$ cat src/rtl/mmio_periph_ctrl.sv
// Memory-mapped peripheral controller: reload timers, LED/switch/7-seg registers and a
// byte-level UART interface with TX/RX FIFOs, behind a relocatable address window.
module mmio_periph_ctrl #(
    parameter logic [31:0] BASE_ADDR  = 32'h4000_0000,
    parameter int unsigned NUM_TIMERS = 2,
    parameter int unsigned FIFO_DEPTH = 8,
    parameter int unsigned LED_W      = 8,
    parameter int unsigned SW_W       = 8,
    parameter int unsigned DIGI_W     = 12
) (
    input  logic              sysclk,
    input  logic              reset,
    input  logic              rd,
    input  logic              wr,
    input  logic [31:0]       addr,
    input  logic [31:0]       wdata,
    output logic [31:0]       rdata,
    output logic [LED_W-1:0]  led,
    input  logic [SW_W-1:0]   switch,
    output logic [DIGI_W-1:0] digi,
    output logic [7:0]        tx_data,
    output logic              tx_start,
    input  logic              tx_busy,
    input  logic [7:0]        rx_data,
    input  logic              rx_valid,
    output logic              irqout,
    input  logic              PC_31
);

    localparam int unsigned AW        = (FIFO_DEPTH > 1) ? $clog2(FIFO_DEPTH) : 1;
    localparam int unsigned CW        = AW + 1;
    localparam logic [31:0] MiscAddr  = BASE_ADDR + 32'h100;
    localparam logic [31:0] TimerSpan = 32'(16 * NUM_TIMERS);
    localparam logic [CW-1:0] Depth   = CW'(FIFO_DEPTH);

    localparam logic [2:0] RegLed   = 3'd0;
    localparam logic [2:0] RegSw    = 3'd1;
    localparam logic [2:0] RegDigi  = 3'd2;
    localparam logic [2:0] RegTxd   = 3'd3;
    localparam logic [2:0] RegRxd   = 3'd4;
    localparam logic [2:0] RegStat  = 3'd5;
    localparam logic [2:0] RegIrqen = 3'd6;

    // Address decode
    logic [31:0] toff, moff;
    logic        t_hit, m_hit;
    logic [1:0]  t_reg;
    logic [2:0]  m_reg;
    logic        m_wr, m_rd;

    assign toff  = addr - BASE_ADDR;
    assign moff  = addr - MiscAddr;
    assign t_hit = (toff < TimerSpan) && (toff[3:2] != 2'd3) && (toff[1:0] == 2'd0);
    assign m_hit = (moff[31:5] == 27'd0) && (moff[1:0] == 2'd0) && (moff[4:2] != 3'd7);
    assign t_reg = toff[3:2];
    assign m_reg = moff[4:2];
    assign m_wr  = wr && m_hit;
    assign m_rd  = rd && m_hit;

    // Timers
    logic [31:0]           th_q   [NUM_TIMERS];
    logic [31:0]           th_d   [NUM_TIMERS];
    logic [31:0]           tl_q   [NUM_TIMERS];
    logic [31:0]           tl_d   [NUM_TIMERS];
    logic [2:0]            tcon_q [NUM_TIMERS];
    logic [2:0]            tcon_d [NUM_TIMERS];
    logic [NUM_TIMERS-1:0] t_sel;
    logic [NUM_TIMERS-1:0] t_irq;

    always_comb begin
        for (int i = 0; i < NUM_TIMERS; i++) begin
            t_sel[i]  = t_hit && (toff[6:4] == 3'(i));
            th_d[i]   = th_q[i];
            tl_d[i]   = tl_q[i];
            tcon_d[i] = tcon_q[i];
            if (tcon_q[i][0]) begin
                if (tl_q[i] == 32'hFFFF_FFFF) begin
                    tl_d[i] = th_q[i];
                    if (tcon_q[i][1]) tcon_d[i][2] = 1'b1;
                end else begin
                    tl_d[i] = tl_q[i] + 32'd1;
                end
            end
            // CPU writes override the count/reload update; status can only be cleared
            if (wr && t_sel[i]) begin
                case (t_reg)
                    2'd0:    th_d[i]   = wdata;
                    2'd1:    tl_d[i]   = wdata;
                    2'd2:    tcon_d[i] = {tcon_q[i][2] & wdata[2], wdata[1:0]};
                    default: ;
                endcase
            end
            t_irq[i] = tcon_q[i][2];
        end
    end

    always_ff @(posedge sysclk or posedge reset) begin
        if (reset) begin
            for (int i = 0; i < NUM_TIMERS; i++) begin
                th_q[i]   <= '0;
                tl_q[i]   <= '0;
                tcon_q[i] <= '0;
            end
        end else begin
            th_q   <= th_d;
            tl_q   <= tl_d;
            tcon_q <= tcon_d;
        end
    end

    // Simple registers
    logic [LED_W-1:0]  led_q;
    logic [DIGI_W-1:0] digi_q;
    logic [1:0]        irqen_q;
    logic              stat_wr;

    assign stat_wr = m_wr && (m_reg == RegStat);

    always_ff @(posedge sysclk or posedge reset) begin
        if (reset) begin
            led_q   <= '0;
            digi_q  <= '0;
            irqen_q <= '0;
        end else if (m_wr) begin
            if (m_reg == RegLed)   led_q   <= wdata[LED_W-1:0];
            if (m_reg == RegDigi)  digi_q  <= wdata[DIGI_W-1:0];
            if (m_reg == RegIrqen) irqen_q <= wdata[1:0];
        end
    end

    assign led  = led_q;
    assign digi = digi_q;

    // TX FIFO and drain
    logic [7:0]    tx_mem [FIFO_DEPTH];
    logic [AW-1:0] tx_wp_q, tx_rp_q;
    logic [CW-1:0] tx_cnt_q;
    logic          tx_ovf_q, tx_start_q;
    logic          tx_full, tx_empty, tx_idle, tx_wr_req, tx_push;

    assign tx_full   = (tx_cnt_q == Depth);
    assign tx_empty  = (tx_cnt_q == '0);
    // One-cycle hold-off after each pulse covers the sender's busy latency
    assign tx_idle   = ~tx_busy & ~tx_start_q;
    assign tx_start  = ~tx_empty & tx_idle;
    assign tx_data   = tx_mem[tx_rp_q];
    assign tx_wr_req = m_wr && (m_reg == RegTxd);
    assign tx_push   = tx_wr_req && (~tx_full || tx_start);

    always_ff @(posedge sysclk) begin
        if (tx_push) tx_mem[tx_wp_q] <= wdata[7:0];
    end

    always_ff @(posedge sysclk or posedge reset) begin
        if (reset) begin
            tx_wp_q    <= '0;
            tx_rp_q    <= '0;
            tx_cnt_q   <= '0;
            tx_ovf_q   <= 1'b0;
            tx_start_q <= 1'b0;
        end else begin
            tx_start_q <= tx_start;
            if (tx_push)  tx_wp_q <= tx_wp_q + AW'(1);
            if (tx_start) tx_rp_q <= tx_rp_q + AW'(1);
            case ({tx_push, tx_start})
                2'b10:   tx_cnt_q <= tx_cnt_q + CW'(1);
                2'b01:   tx_cnt_q <= tx_cnt_q - CW'(1);
                default: ;
            endcase
            tx_ovf_q <= (tx_ovf_q & ~(stat_wr & wdata[4])) | (tx_wr_req & ~tx_push);
        end
    end

    // RX FIFO
    logic [7:0]    rx_mem [FIFO_DEPTH];
    logic [AW-1:0] rx_wp_q, rx_rp_q;
    logic [CW-1:0] rx_cnt_q;
    logic          rx_ovf_q;
    logic          rx_full, rx_empty, rx_pop, rx_push;

    assign rx_full  = (rx_cnt_q == Depth);
    assign rx_empty = (rx_cnt_q == '0);
    assign rx_pop   = m_rd && (m_reg == RegRxd) && ~rx_empty;
    assign rx_push  = rx_valid && (~rx_full || rx_pop);

    always_ff @(posedge sysclk) begin
        if (rx_push) rx_mem[rx_wp_q] <= rx_data;
    end

    always_ff @(posedge sysclk or posedge reset) begin
        if (reset) begin
            rx_wp_q  <= '0;
            rx_rp_q  <= '0;
            rx_cnt_q <= '0;
            rx_ovf_q <= 1'b0;
        end else begin
            if (rx_push) rx_wp_q <= rx_wp_q + AW'(1);
            if (rx_pop)  rx_rp_q <= rx_rp_q + AW'(1);
            case ({rx_push, rx_pop})
                2'b10:   rx_cnt_q <= rx_cnt_q + CW'(1);
                2'b01:   rx_cnt_q <= rx_cnt_q - CW'(1);
                default: ;
            endcase
            rx_ovf_q <= (rx_ovf_q & ~(stat_wr & wdata[5])) | (rx_valid & ~rx_push);
        end
    end

    // Read mux and interrupt
    logic [31:0] stat;

    assign stat = {8'd0, 8'(rx_cnt_q), 8'(tx_cnt_q), 1'b0, tx_busy, rx_ovf_q, tx_ovf_q,
                   rx_full, ~rx_empty, tx_empty, tx_full};

    always_comb begin
        rdata = '0;
        if (rd) begin
            for (int i = 0; i < NUM_TIMERS; i++) begin
                if (t_sel[i]) begin
                    case (t_reg)
                        2'd0:    rdata = th_q[i];
                        2'd1:    rdata = tl_q[i];
                        2'd2:    rdata = {29'd0, tcon_q[i]};
                        default: rdata = '0;
                    endcase
                end
            end
            if (m_hit) begin
                case (m_reg)
                    RegLed:   rdata = 32'(led_q);
                    RegSw:    rdata = 32'(switch);
                    RegDigi:  rdata = 32'(digi_q);
                    RegRxd:   rdata = rx_empty ? 32'd0 : {24'd0, rx_mem[rx_rp_q]};
                    RegStat:  rdata = stat;
                    RegIrqen: rdata = {30'd0, irqen_q};
                    default:  rdata = '0;
                endcase
            end
        end
    end

    assign irqout = ~PC_31 & ((|t_irq) | (irqen_q[0] & ~rx_empty) |
                              (irqen_q[1] & tx_empty & tx_idle));

endmodule

$ cat config.mk
export PLATFORM = sky130hd
export DESIGN_NAME = mmio_periph_ctrl
export DESIGN_NICKNAME = d
export VERILOG_FILES = /design/src/rtl/mmio_periph_ctrl.sv
export SDC_FILE = /design/constraint.sdc
export NUM_CORES = 1
export LEC_CHECK = 0
export ABC_AREA = 1
export BUFFER_PORTS_ARGS = -buffer_cell sky130_fd_sc_hd__buf_4
export CAP_MARGIN = 20
export CELL_PAD_IN_SITES_DETAIL_PLACEMENT = 0
export CELL_PAD_IN_SITES_GLOBAL_PLACEMENT = 1
export CORE_AREA = 2 2 272 220
export DETAILED_ROUTE_END_ITERATION = 8
export DIE_AREA = 0 0 274 222
export MAX_ROUTING_LAYER = met4
export PLACE_DENSITY_LB_ADDON = 0.1
export SETUP_SLACK_MARGIN = 0.2
export SLEW_MARGIN = 20
export SYNTH_ARGS = -nofsm -noshare
export SYNTH_HDL_FRONTEND = slang
export SYNTH_SLANG_ARGS = --single-unit
$ cat constraint.sdc
create_clock -name sysclk -period 9.5 [get_ports sysclk]
set_input_delay 2.375 -clock sysclk [delete_from_list [all_inputs] [get_ports sysclk]]
set_output_delay 2.375 -clock sysclk [all_outputs]
set_load 0.1 [all_outputs]
# ---- Word level (Yosys, flattened, before mapping)
# Memories as Yosys holds them, arrays and structs flattened.
# Cells that the tools add are included.
dict set report word_totals {
  ff_bits 179
  latch_bits 0
  ram_bits 128
  rom_bits 0
  inputBits 87
  out_inout_bits 62
  n_memories 2
}
# memory depth word_bits read_ports rd_clocked_by_memory_dff write_ports line_no
set mem_list {}
lappend mem_list {rx_mem 8 8 1 0 1 175} ;# logic [7:0] rx_mem [FIFO_DEPTH];
lappend mem_list {tx_mem 8 8 1 0 1 135} ;# logic [7:0] tx_mem [FIFO_DEPTH];
dict set report classes {
  addsub 12
  multipliers 0
  n_div 0
  n_lt_le_gt_ge 1
  n_eq_ne 19
  shift 0
  mux 32
  n_bitwise 29
  reduce_logical 36
}
# operator count
set op_table {}
lappend op_table {{2-to-1 mux 32 bit} 12}
lappend op_table {{case mux 32 bit (3 select lines)} 2}
lappend op_table {{case mux 20 bit (6 select lines)} 1}
lappend op_table {{adder 32 x 1 -> 32 bit, second input constant} 2}
lappend op_table {{== test 32 bit, second input constant} 2}
lappend op_table {{subtractor 32 x 31 -> 32 bit, second input constant} 2}
lappend op_table {{< comparator 32 x 6 -> 1 bit, second input constant} 1}
lappend op_table {{zero test 27 bit} 1}
lappend op_table {{logical AND 1 bit} 16}
lappend op_table {{case mux 4 bit (2 select lines)} 2}
lappend op_table {{bitwise AND 1 bit} 14}
lappend op_table {{AND reduction 2 bit} 7}
lappend op_table {{adder 3 x 1 -> 3 bit, second input constant} 4}
lappend op_table {{2-to-1 mux 3 bit} 4}
lappend op_table {{inverter 1 bit} 11}
lappend op_table {{2-to-1 mux 1 bit} 10}
lappend op_table {{== test 3 bit, second input constant} 3}
lappend op_table {{adder 4 x 1 -> 4 bit, second input constant} 2}
lappend op_table {{== test 4 bit, second input constant} 2}
lappend op_table {{zero test 4 bit} 2}
lappend op_table {{2-to-1 mux 8 bit} 1}
lappend op_table {{subtractor 4 x 1 -> 4 bit, second input constant} 2}
lappend op_table {{== test 2 x 1 -> 1 bit, second input constant} 3}
lappend op_table {{== test 2 bit, second input constant} 3}
lappend op_table {{10 further kinds} 20}

# ---- Longest topological paths before layout
# Gate-level depths: netlist of run 1.
dict set report logic_depth {
  word_depth 12
  ltp_mapped 25
}

# ---- Worst setup path before layout of run 1
# OpenSTA, ideal clock, no wires.
dict set report synth_timing {
  kind {input-to-output}
  from {input addr[8]}
  to {output rdata[27]}
  arrival_time_ns 6.654
  required_time_ns 7.125
  slack_ns 0.471
  cell_stages 13
  n_path_buf 1
  cell_sequence {inv_2 ha_1 nand3_2 inv_2 nand2_1 o21ai_0 nand2_1 nand3_1 nor2_4 nand2_4 nand2_1 clkbuf_1 nor4_1}
}
dict set report synth_between {
  elab_chain_cells 9
  elab_cells_between_ends 14
}
# item line_no
set synth_lines {}
lappend synth_lines {{start: declaration} 15} ;# input logic [31:0] addr,
lappend synth_lines {{subtractor 32 x 31 -> 32 bit} 51} ;# assign toff = addr - BASE_ADDR;
lappend synth_lines {{< comparator 32 x 6 -> 1 bit} 53} ;# assign t_hit = (toff < TimerSpan) && (toff[3:2] != 2'd3) && (toff[1:0] == 2'd0);
lappend synth_lines {{logical AND 1 bit (2 in series)} 53}
lappend synth_lines {{logical AND 1 bit} 72} ;# t_sel[i] = t_hit && (toff[6:4] == 3'(i));
lappend synth_lines {{2-to-1 mux 32 bit (2 in series)} 218} ;# if (t_sel[i]) begin
lappend synth_lines {{2-to-1 mux 32 bit (*)} 227} ;# if (m_hit) begin
lappend synth_lines {{2-to-1 mux 32 bit (*)} 216} ;# if (rd) begin
lappend synth_lines {{end: declaration} 17} ;# output logic [31:0] rdata,
# Mark *: on every way between the ends. The rest lies on a longest branch, timed or not.

# ---- Worst setup path in the final report of run 1
dict set report layout_timing {
  from {input addr[8]}
  to {output rdata[7]}
}
# The elaborated chain is that of the path after synthesis.

==> results of run 1 <==
-- per-stage QoR --
step	cell area, µm²	total power [W]
floorplan	17250	0.002115
global placement	19170	0.002394
detailed placement	19180	0.002397
CTS	20480	0.003941
global route	20490	0.004068
finish	20490	0.003897
-- layout make-up --
class | count | share of cell area
Sequential cell | 307 | 0.4062
Multi-Input combinational cell | 1484 | 0.3677
Timing Repair Buffer | 173 | 0.06338
Clock buffer | 56 | 0.05514
Inverter | 283 | 0.05221
Tap cell | 769 | 0.04696
Clock inverter | 14 | 0.008304
Antenna cell | 1 | 0.0001221
-- synthesized netlist by cell type, drive strengths merged (16+ instances only) --
cell type	number
clkbuf	71
a31oi	26
nor3	40
buf	18
xor2	52
o211ai	38
nand2	411
edfxtp	128
nand3	84
nand4	24
dfrtp	179
o22ai	62
o21ai	297
a21oi	76
inv	281
nor2	281
nor4	17
a221oi	16
-- placed cells by master, fill, tap and decap left out, types with 9 or more instances in the layout --
| cell type | instances |
|---|---|
| nor3_1 | 32 |
| edfxtp_1 | 128 |
| dfrtp_1 | 179 |
| o211ai_1 | 38 |
| o21ai_0 | 280 |
| buf_4 | 173 |
| inv_1 | 269 |
| clkbuf_8 | 9 |
| o221ai_1 | 14 |
| xor2_1 | 52 |
| a221oi_1 | 16 |
| nor4_1 | 17 |
| o22ai_1 | 62 |
| nor2_2 | 15 |
| inv_2 | 11 |
| a21oi_1 | 76 |
| nor2_1 | 257 |
| nand3_1 | 83 |
| nand4_1 | 24 |
| clkbuf_16 | 39 |
| nand2_1 | 400 |
| ha_1 | 10 |
| o21ai_1 | 17 |
| a31oi_1 | 26 |
-- worst paths after layout --
path / cells after the start / end / startpoint / slack [ns]
min in group asynchronous: 2 / th_q[58]$_DFFE_PP0P_ / reset / 1.86
worst min-delay path: 2 / th_q[3]$_DFFE_PP0P_ / th_q[3]$_DFFE_PP0P_ / 0.48
worst max register to register: 15 / tl_q[35]$_DFF_PP0_ / tl_q[32]$_DFF_PP0_ / 6.24
max in group asynchronous: 3 / tl_q[45]$_DFF_PP0_ / reset / 6.36
worst min register to register: 2 / th_q[3]$_DFFE_PP0P_ / th_q[3]$_DFFE_PP0P_ / 0.48
worst max-delay path: 16 / rdata[7] / addr[8] / 1.44
-- critical path, cell delays in order --
cell and delay, ns:
buf_4 0.12, inv_2 0.10, ha_1 0.25, nand2_1 0.15, nor2_1 0.16, nand3_1 0.11, nand2_1 0.17, nand2_1 0.07
nand3b_1 0.19, nor2_4 0.18, nand2_4 0.23, nand2_1 0.75, inv_1 0.25, a21oi_1 0.20, a31oi_1 0.08, buf_4 0.27
-- cells by family (layout without fill, tap and decap cells) --
kind of cell             Yosys count  in the layout  share of synthesized area
AO/OA/AOI/OAI                    550            550                     0.1823
AND/OR/NAND/NOR                  867            867                     0.2156
adder cells (fa/ha/maj)           11             11                   0.008416
other                              0              1                          0
XOR/XNOR                          55             55                    0.02793
buffers and inverters            372            526                    0.08256
flip-flops                       307            307                     0.4826
multiplexers                       1              1                  0.0005804
-- registers in the layout (all words and copies together) (netlist names), 8 cells and up --
name	flops
led	8
digi	12
tx_mem	64
rx_mem	64
th_q	64
tl_q	64
-- per-layer routing --
| layer | vias up | global-route usage |
|---|---|---|
| met5 | - | - |
| li1 | 7575 | - |
| met2 | 440 | 0.3068 |
| met4 | 0 | 0.04979 |
| met3 | 86 | 0.04180 |
| met1 | 7719 | 0.3579 |
-- power groups by stage --
stage	clock (W)	sequential [W]	combinational (W)
2_1_floorplan	0	0.00152	0.000599
3_3_place_gp	0	0.00153	0.000860
3_5_place_dp	0	0.00153	0.000864
4_1_cts	0.00157	0.00151	0.000866
5_1_grt	0.00162	0.00151	0.000937
6_report	0.00153	0.00151	0.000857
==> results.sh, run 1 <==
export IMPL_relSlewSlack=0.2641
export IMPL_synth_edf_count=128
export IMPL_viasPerCell=5.125
export IMPL_syn_nets=2261
export IMPL_cp_end_kind="output pin"
export IMPL_yosysTopAreaCell="dfrtp_1"
export IMPL_setup_ws_ns=1.443
export IMPL_worstPathRequired_ns=7.13
export IMPL_dr_wl_met3_um=4269
export IMPL_seqPwrFrac=0.387
export IMPL_p_sw_w=0.001322
export IMPL_io_pins=149
export IMPL_clock_latency_ns=0.57
export IMPL_cp_max_fo=22
export IMPL_place_congestion=0.8899
export IMPL_utilization=0.3538
export IMPL_cellInternalPower_w=0.002575
export IMPL_finalCritPeriodShare=0.8481
export IMPL_wl_per_cell_um=22.20
export IMPL_period_minus_slack_ns=8.057
export IMPL_gr_total_overflow=0
export IMPL_cp_start_kind="primary input"
export IMPL_nets=2385
export IMPL_synth_cell_types=51
export IMPL_num_rows=79
export IMPL_cts_hold_fix_buffers=0
export IMPL_maxUsedRoutingLayer="met4"
export IMPL_grt_max_degree=69
export IMPL_setup_tns_ns=0
export IMPL_drc=0
export IMPL_dieHeight_um=222
export IMPL_ys_flop_type="dfrtp_1"
export IMPL_status="finished, final reports clean"
export IMPL_cts_root_buffer="clkbuf_16"
export IMPL_gr_usage_all_layers=0.2311
export IMPL_max_cap_violations=0
export IMPL_hold_ws_ns=0.4842
export IMPL_cts_resized=0
export IMPL_wl_um=68540
export IMPL_cts_setup_buffers=0
export IMPL_power_density_mw_per_mm2=190.2
export IMPL_clkSlewWorstSetupHoldPaths_ns=0.06
export IMPL_clock_sinks=307
export IMPL_power_frac_clock=0.393
export IMPL_netlist_area_mm2=0.01725
export IMPL_wl_met2_um=27420
export IMPL_rsz0062_at_grt="false"
export IMPL_die_area_mm2=0.06083
export IMPL_synth_top_area_share=0.2597
export IMPL_die_width_um=274
export IMPL_pre_cts_slack_ns=1.458
export IMPL_tightest_slew_ns=1.104
export IMPL_yosysSeqAreaShare=0.4826
export IMPL_clockBufferDepth=3
export IMPL_synth_cells=2163
export IMPL_port_buffers=148
export IMPL_syn_area_per_cell_um2=7.973
export IMPL_min_delay_path_class="flip-flop to flip-flop"
export IMPL_fill_cells=6208
export IMPL_grt_pass1_vias=15070
export IMPL_vias=15820
export IMPL_switching_share=0.3392
export IMPL_grt_pass1_wl_um=101900
export IMPL_power_leakage_nw=8.700
export IMPL_synth_seq_cells=307
export IMPL_final_cell_count_no_fill=3087
export IMPL_multi_input_area_mm2=0.007535
export IMPL_hold_viol_final=0
export IMPL_ant_nets=0
export IMPL_yosys_top_cells_area="dfrtp_1 (26%), edfxtp_1 (22%), nand2_1 (8.7%), o21ai_0 (8.1%), inv_1 (5.9%)"
export IMPL_drt_iter0_markers=1391
export IMPL_finalSetupViolations=0
export IMPL_crit_type="primary input to output pin"
export IMPL_ir_drop_uv=302.3
export IMPL_synth_warnings=0
export IMPL_drv_slew=0
export IMPL_firstDrtPassIters=5
export IMPL_dpl_cell_count=3015
export IMPL_layout_area_seq_mm2=0.008323
export IMPL_synth_async_reset_ratio=0.5831
export IMPL_cts_buffers=38
export IMPL_max_freq_ghz=0.1241
export IMPL_antenna_found_initial=1
export IMPL_dp_hpwl_um=49940
export IMPL_area_growth_synth_to_final_pct=18.81
export IMPL_drt_met1_wl_um=35440
export IMPL_layout_drive_gt1_share=0.1265
export IMPL_cts_htree_levels=2
export IMPL_initial_core_util=0.2977
export IMPL_core_mm2=0.05792
export IMPL_cts_tree="done"
export IMPL_clock_skew_ns=0.01128
export IMPL_arrival_ns=5.68
export IMPL_pwr_share_comb=0.220
Note: power is estimated with default switching activity, not from simulation.
==> run 2: changes to the inputs <==
- clock period: 9.5 -> 7 ns (I/O delays scaled with it)
==> run 2 against run 1 <==
Compared with the run above: die area unchanged; total power is 38% higher; register-to-register slack got worse by 2.5 ns; worst hold slack got worse by 0.0014 ns; utilization up 0.24 points; wire length is 0.92% higher; final area grew 0.69%; clock skew is 0.015 ns higher; sequential share of layout area fell by 0.28 points; clock power is 40% higher; global-route usage rose by 0.11 points; critical endpoint is now rdata[31].
==> results.sh, run 2 (synthesis results as in run 1) <==
export IMPL_status="finished, final reports clean"
export IMPL_vias=16010
export IMPL_place_area_mm2=0.01927
export IMPL_crit_start="addr[8]"
export IMPL_power_w=0.005358
export IMPL_wl_um=69170
export IMPL_cp_start_kind="primary input"
export IMPL_r2r_end="tl_q[41]$_DFF_PP0_"
export IMPL_ir_drop_uv=454.9
export IMPL_arrival_ns=4.70
export IMPL_finalSetupViolations=0
export IMPL_fin_area_mm2=0.02063
export IMPL_min_delay_path_class="flip-flop to flip-flop"
export IMPL_drt_iter0_markers=1638
export IMPL_utilization=0.3562
export IMPL_firstDrtPassIters=7
export IMPL_dieHeight_um=222
export IMPL_area_growth_synth_to_final_pct=19.63
export IMPL_hold_viol_final=0
export IMPL_switching_share=0.3441
export IMPL_dp_hpwl_um=50000
export IMPL_power_leakage_nw=8.784
export IMPL_clock_skew_ns=0.02611
export IMPL_p_sw_w=0.001844
export IMPL_cpPeakStageDelay_ns=0.35
export IMPL_drc=0
export IMPL_grt_util_met1=0.3688
export IMPL_cp_max_fo=22
export IMPL_final_cell_count_no_fill=3097
export IMPL_die_area_mm2=0.06083
export IMPL_layout_commonest_cell="nand2_1"
export IMPL_clkSlewWorstSetupHoldPaths_ns=0.05
export IMPL_place_congestion=0.8777
export IMPL_crit_chain="buf_4, inv_2, ha_1, nand3_2, inv_2, nand2_1, o21ai_0, nand2_1, nand3_1, nor2_4, nand2_4, nand2_1, buf_4, nor4_1, buf_4"
export IMPL_dpl_cell_count=3022
export IMPL_cellInternalPower_w=0.003515
export IMPL_layout_drive_gt1_share=0.1307
export IMPL_grt_max_degree=76
export IMPL_num_rows=79
export IMPL_r2r_cells=15
export IMPL_port_buffers=148
export IMPL_finalCritPeriodShare=0.9210
export IMPL_io_pins=149
export IMPL_path_depth=15
export IMPL_cts_resized=0
export IMPL_grt_pass1_vias=15270
export IMPL_use_met2=0.3145
export IMPL_wl_per_cell_um=22.33
export IMPL_cts_setup_buffers=0
export IMPL_cts_tree="done"
export IMPL_rsz0062_at_grt="false"
export IMPL_cts_hold_fix_buffers=0
export IMPL_ant_nets=0
export IMPL_max_freq_ghz=0.1551
export IMPL_critPathCapture="rdata[31]"
export IMPL_tightest_slew_ns=1.053
export IMPL_setup_ws_ns=0.5529
export IMPL_critPathBufInv=5
export IMPL_antenna_found_initial=3
export IMPL_power_density_mw_per_mm2=259.7
export IMPL_grt_pass1_wl_um=103000
export IMPL_nets=2393
export IMPL_core_mm2=0.05792
export IMPL_power_frac_clock=0.399
export IMPL_r2r_slack_ns=3.72
export IMPL_pwr_share_comb=0.219
export IMPL_path_delay_family="simple AND/OR/NAND/NOR gates"
export IMPL_clock_latency_ns=0.58
export IMPL_crit_type="primary input to output pin"
export IMPL_gr_total_overflow=0
export IMPL_clockBufferDepth=3
export IMPL_reg2reg_from="tl_q[33]$_DFF_PP0_"
export IMPL_period_minus_slack_ns=6.447
export IMPL_initial_core_util=0.2977
export IMPL_cts_htree_levels=2
export IMPL_max_cap_violations=0
export IMPL_pre_cts_slack_ns=0.5831
export IMPL_relSlewSlack=0.2971
export IMPL_seqPwrFrac=0.382
export IMPL_cts_buffers=40
export IMPL_grt_use_met3=0.02404
export IMPL_cts_root_buffer="clkbuf_16"
export IMPL_die_width_um=274
export IMPL_viasPerCell=5.169
export IMPL_drv_slew=0
export IMPL_worstPathRequired_ns=5.25
export IMPL_clock_sinks=307
export IMPL_critPathSlowestCell="buf_4"
export IMPL_gr_usage_all_layers=0.2322
export IMPL_mostFrequentLayoutCells="nand2_1 (400), o21ai_0 (280), inv_1 (268)"
export IMPL_cp_end_kind="output pin"
export IMPL_busiest_layer="met1"
## run 2: changes by cell type in the layout (fill, tap and decap cells not counted), sizes merged
cell      before  now
buf          173  179
clkinvlp       1    0
inv          283  282
clkinv        10   15
diode          1    2
## run 2: final cells by class
class                      count  area, µm²
tap                          769      962.2
multi-input combinational   1484       7567
antenna                        2      5.005
sequential                   307       8323
clock buffer                  56       1131
clock inverter                17      230.2
timing repair buffer         179       1344
fill                        6133      37290
inverter                     283       1070
## run 2: worst min-delay path by stage
stage	endpoint	from	slack (ns)	cells after the start
floorplan	tcon_q[4]$_DFFE_PP0P_	tcon_q[4]$_DFFE_PP0P_	0.45	2
CTS	tcon_q[4]$_DFFE_PP0P_	tcon_q[4]$_DFFE_PP0P_	0.49	2
global route	tcon_q[4]$_DFFE_PP0P_	tcon_q[4]$_DFFE_PP0P_	0.50	2
detailed placement	tcon_q[4]$_DFFE_PP0P_	tcon_q[4]$_DFFE_PP0P_	0.47	2
global placement	th_q[40]$_DFFE_PP0P_	th_q[40]$_DFFE_PP0P_	0.47	2
finish	th_q[43]$_DFFE_PP0P_	th_q[43]$_DFFE_PP0P_	0.48	2
## run 2: power groups by stage
stage	sequential, W	combinational, W	clock, W
final	0.00205	0.00118	0.00214
after global routing	0.00206	0.00128	0.00225
after CTS	0.00205	0.00118	0.00217
after detailed placement	0.00208	0.00118	0
after global placement	0.00208	0.00118	0
after floorplan	0.00206	0.000813	0
## run 2: worst min-delay path, cell delays in order (launching register included)
cell,delay [ns]
dfrtp_1,0.34
nand2_1,0.05
o21ai_0,0.06
## run 2: metal layers
metal  up-vias  share of wire
li1       7604              -
met1      7827           0.52
met2       514           0.41
met3        63          0.058
met4         0          0.015
met5         -              0
## run 2: per-stage QoR
stage | setup TNS [ns] | hold WS (ns)
2_1_floorplan | -7.332 | 0.4530
3_3_place_gp | 0 | 0.4666
3_5_place_dp | 0 | 0.4723
4_1_cts | 0 | 0.4870
5_1_grt | 0 | 0.4994
6_report | 0 | 0.4828
